--- src/rtl/trace_stack.sv ---
// trace_stack: LIFO trail of {var, val, type} assignment records with a registered top-of-stack view.
// Ports:
//   clock, reset (asynchronous, active-low)
//   clear                      synchronous flush of occupancy, top and sticky flags
//   push, pop                  requests; push with pop on a non-empty stack replaces the top
//   var_in, val_in, type_in    record to push (type 0 = decision, 1 = implied/flipped)
//   var_out, val_out, type_out registered copy of the top record, 0 when empty
//   empty, full, count         occupancy status
//   overflow, underflow        sticky flags for a push while full / a pop while empty
//   hwm                        peak occupancy, present only when TRACE_HWM_EN is defined
module trace_stack #(
    parameter int MAX_VARS_BITS = 4,
    parameter int DEPTH         = 1 << MAX_VARS_BITS,
    parameter int VAR_BITS      = MAX_VARS_BITS,
    parameter int CNT_BITS      = $clog2(DEPTH + 1)
) (
    input  logic                clock,
    input  logic                reset,
    input  logic                clear,
    input  logic                push,
    input  logic                pop,
    input  logic [VAR_BITS-1:0] var_in,
    input  logic                val_in,
    input  logic                type_in,
    output logic [VAR_BITS-1:0] var_out,
    output logic                val_out,
    output logic                type_out,
    output logic                empty,
    output logic                full,
    output logic [CNT_BITS-1:0] count,
    output logic                overflow,
`ifdef TRACE_HWM_EN
    output logic [CNT_BITS-1:0] hwm,
`endif
    output logic                underflow
);
    localparam int RW = VAR_BITS + 2;
    localparam int AW = DEPTH > 1 ? $clog2(DEPTH) : 1;
    logic [RW-1:0]       mem_q [DEPTH];
    logic [RW-1:0]       top_q, top_d, rec_in;
    logic [CNT_BITS-1:0] count_q, count_d;
    logic                ovf_q, ovf_d, unf_q, unf_d;
    logic                do_rep, do_push, do_pop, do_wr;
    logic [AW-1:0]       wr_idx, rd_idx;
    assign rec_in = {var_in, val_in, type_in};
    assign empty  = count_q == '0;
    assign full   = count_q == CNT_BITS'(DEPTH);
    always_comb begin
        do_rep  = !clear & push & pop & !empty;
        do_push = !clear & push & !full & !do_rep;
        do_pop  = !clear & pop & !push & !empty;
        do_wr   = do_rep | do_push;
        // replace writes the current top slot, a push writes the next free one
        wr_idx  = do_rep ? AW'(count_q - CNT_BITS'(1)) : AW'(count_q);
        // the record below the current top becomes the new top after a pop
        rd_idx  = AW'(count_q - CNT_BITS'(2));
        count_d = clear ? '0 : do_push ? count_q + CNT_BITS'(1) : do_pop ? count_q - CNT_BITS'(1) : count_q;
        top_d   = clear ? '0 : do_wr ? rec_in : do_pop ? (count_q >= CNT_BITS'(2) ? mem_q[rd_idx] : '0) : top_q;
        ovf_d   = !clear & (ovf_q | (push & full & !pop));
        unf_d   = !clear & (unf_q | (pop & empty & !push));
    end
    always_ff @(posedge clock) begin
        if (do_wr) mem_q[wr_idx] <= rec_in;
    end
    always_ff @(posedge clock or negedge reset) begin
        if (!reset) begin
            count_q <= '0;
            top_q   <= '0;
            ovf_q   <= 1'b0;
            unf_q   <= 1'b0;
        end else begin
            count_q <= count_d;
            top_q   <= top_d;
            ovf_q   <= ovf_d;
            unf_q   <= unf_d;
        end
    end
`ifdef TRACE_HWM_EN
    logic [CNT_BITS-1:0] hwm_q, hwm_d;
    assign hwm_d = clear ? '0 : count_d > hwm_q ? count_d : hwm_q;
    always_ff @(posedge clock or negedge reset) begin
        if (!reset) hwm_q <= '0;
        else hwm_q <= hwm_d;
    end
    assign hwm = hwm_q;
`endif
    assign {var_out, val_out, type_out} = top_q;
    assign count     = count_q;
    assign overflow  = ovf_q;
    assign underflow = unf_q;
endmodule
--- config.mk ---
export PLATFORM = sky130hd
export DESIGN_NAME = trace_stack
export DESIGN_NICKNAME = d
export VERILOG_FILES = /design/src/rtl/trace_stack.sv
export SDC_FILE = /design/constraint.sdc
export NUM_CORES = 1
export LEC_CHECK = 0
export ABC_AREA = 1
export CAP_MARGIN = 20
export CORE_UTILIZATION = 57
export DETAILED_ROUTE_END_ITERATION = 7
export HOLD_SLACK_MARGIN = 0.03
export PLACE_DENSITY_LB_ADDON = 0.05
export REMOVE_ABC_BUFFERS = 1
export SETUP_SLACK_MARGIN = 0.1
export SLEW_MARGIN = 15
export SYNTH_ARGS = -nofsm -noshare
export SYNTH_HDL_FRONTEND = slang
export SYNTH_SLANG_ARGS = --single-unit
export TNS_END_PERCENT = 5
--- constraint.sdc ---
create_clock -name clock -period 2.8 [get_ports clock]
set_input_delay 0.42 -clock clock [delete_from_list [all_inputs] [get_ports clock]]
set_output_delay 0.42 -clock clock [all_outputs]
set_load 0.02 [all_outputs]
==> results.cfg <==
[timing]
setup_ws_ps = 400
fmax_mhz = 417
whs_ps = 413
period_needed_ps = 2400
hold_violations = 0
worstMarginPinSlew_ps = 809
setup_viol = 0
rsz0062_at_grt = no
fin_crit_sh = 0.857
maxSlewViolCount = 0
slew_headroom = 0.459
finalClockSkew_ps = 13.1

[placed_design]
dpl_worst_slack_ps = 171
dpl_cell_area_um2 = 5560
routabilityCongestion = 0.889
hpwl_um = 7540
placement.io_buffers = 25

[routing]
vias = 3596
avgViaCountPerCell = 5.29
wl_per_cell_um = 16.1
first_iter_violations = 274
ant_nets = 0
dr.pass1.iters = 5
drt_wl_total_um = 10900
drc = 0

[setup_path]
setup.worst_path.end_class = flop
worstPathMaxFanout = 11
worstPathRequired_ps = 2810
arrival_ps = 2410
worstSetupPathType = reg -> reg
startpoint_type = flop

[grt]
antenna_found_initial = 0
grtUsageTotal = 0.249
grt_first_pass_wirelength_um = 18000
grt_pass1_vias = 3563
grt_max_degree = 54
overflow = 0

[synthesis]
synth_warnings = 0
synth_cell_types = 35
synthCells = 541
yosys_register_bits = 109
synth_area_per_cell_um2 = 9.62
yosysSeqAreaShare = 0.616
synth_area_um2 = 5200

[clock_tree]
cts.clk_slew.worst_paths_ps = 110
numCtsBuffers = 9
cts_setup_buffers = 0
clock_path_buffers = 2
cts_hold_buf = 0
cts_htree_levels = 3
cts_tree = yes
ctsResizeCount = 0
cts_root_buf = clkbuf_8
cts.sinks = 109
clk_latency_ps = 370

[layout]
postLayoutCellArea_um2 = 5760
register_area_um2 = 3210
final_cell_mix = nand2_1, edfxtp_1, inv_1
area_growth_pct = 10.6
multiInputGateArea_um2 = 1550
drive_gt1_frac = 0.0892
layout_commonest_cell = nand2_1
nNetsFinal = 585
antenna_cells = 0
num-fill-cells = 730

[die]
ios = 26
rows = 34
die_w_um = 97.5
start_util = 0.594
die_h_um = 97.5
dieArea_um2 = 9520
core_area_um2 = 8760

[power]
power_density_nw_per_um2 = 947
ir_drop_uv = 449
power_switching_uw = 2320
internal-power_uw = 3130
seq_power_share = 0.367
p_total_uw = 5450
p_leak_uw = 0.00254
p_comb_frac = 0.461
switching_share = 0.426
p_clk_frac = 0.172

[outcome]
outcome = complete, no violations

[hold_path]
hold_class = in -> async

[run]
drv_cap = 0
## critical path: stages (launching register included)
cell	delay, ps
dfrtp_1	370
clkinv_1	150
ha_1	280
nand3_2	130
nand2_4	150
xor2_2	200
inv_1	110
nand2_1	160
nor2_1	480
## final cells by class
cell class,count,share of cell area
inverter,89,0.0580
clock buffer,9,0.0215
multi-input combinational,322,0.269
clock inverter,7,0.0130
tap,108,0.0235
timing repair buffer,36,0.0578
sequential,109,0.557
## stage by stage
| step | std cells | TNS [ps] | utilization |
|---|---|---|---|
| 2_1_floorplan | 520 | -165510 | - |
| 5_1_grt | 680 | 0 | 0.657 |
| 3_3_place_gp | 664 | 0 | 0.634 |
| 4_1_cts | 680 | 0 | 0.657 |
| 3_5_place_dp | 664 | 0 | 0.634 |
| 6_report | 680 | 0 | 0.657 |
## flip-flops by register name (all words and copies together), names as in the netlist
register,count
underflow,1
top_q,6
mem_q,96
count,5
overflow,1
## kinds of logic (layout without fill, tap and decap cells)
family	count (synthesis)	count (layout)	synth area share
xor+xnor	6	6	0.0130
simple gates	292	292	0.245
compound gates	17	17	0.0228
fa+ha+maj	7	7	0.0168
buf+inv	110	141	0.0861
flops	109	109	0.616
## path summary, 6_finish.rpt
check / from / endpoint / slack [ps] / cells after the start
max: count[0]$_DFFE_PN0P_ / mem_q[15][4]$_DFFE_PP_ / 400 / 8
min: reset / count[2]$_DFFE_PN0P_ / 410 / 1
max reg2reg: count[0]$_DFFE_PN0P_ / mem_q[15][4]$_DFFE_PP_ / 400 / 8
min reg2reg: top_q[5]$_DFFE_PN0P_ / top_q[5]$_DFFE_PN0P_ / 490 / 2
max in group asynchronous: reset / top_q[2]$_DFFE_PN0P_ / 1990 / 1
min in group clock: top_q[5]$_DFFE_PN0P_ / top_q[5]$_DFFE_PN0P_ / 490 / 2
## synth_stat cells
master	instances	area [um^2]
xor2_2	1	16.3
and2_4	1	8.76
edfxtp_1	96	2880
xor2_1	3	26.3
a211oi_1	1	7.51
nand3_1	77	385
buf_4	1	7.51
clkinv_1	2	7.51
clkbuf_1	8	30.0
xnor2_1	1	8.76
a21oi_1	2	10.0
inv_1	83	312
inv_2	4	15.0
a21oi_2	2	17.5
xnor2_2	1	16.3
buf_8	1	15.0
nand2_1	181	679
nor2_4	3	33.8
o211ai_1	1	7.51
buf_2	10	50.1
ha_1	7	87.6
o21ai_1	1	5.00
nor2_2	1	6.26
o21ai_0	5	25.0
nand3_2	2	20.0
nand4_1	1	6.26
nand2_2	3	18.8
nor2_1	20	75.1
a21oi_4	1	16.3
dfrtp_1	13	325
nand2_4	2	22.5
nand3_4	1	17.5
buf_6	1	11.3
o21ai_2	2	17.5
a31oi_1	2	12.5
## per-layer routing
metal  wire length (um)  share of wire  track usage
met5                  0              0            0
met4                221          0.020       0.0679
met3                668          0.061       0.0583
met2               5230           0.48        0.406
met1               4810           0.44        0.337
## power by group through the flow
| stage | clock (uW) | combinational, uW | sequential (uW) |
|---|---|---|---|
| after floorplan | 0 | 1490 | 2200 |
| after global placement | 0 | 2450 | 2030 |
| after detailed placement | 0 | 2480 | 2040 |
| after CTS | 959 | 2490 | 2000 |
| after global routing | 1020 | 2790 | 2020 |
| final | 938 | 2510 | 2000 |
(Power assumes the default switching activity.)
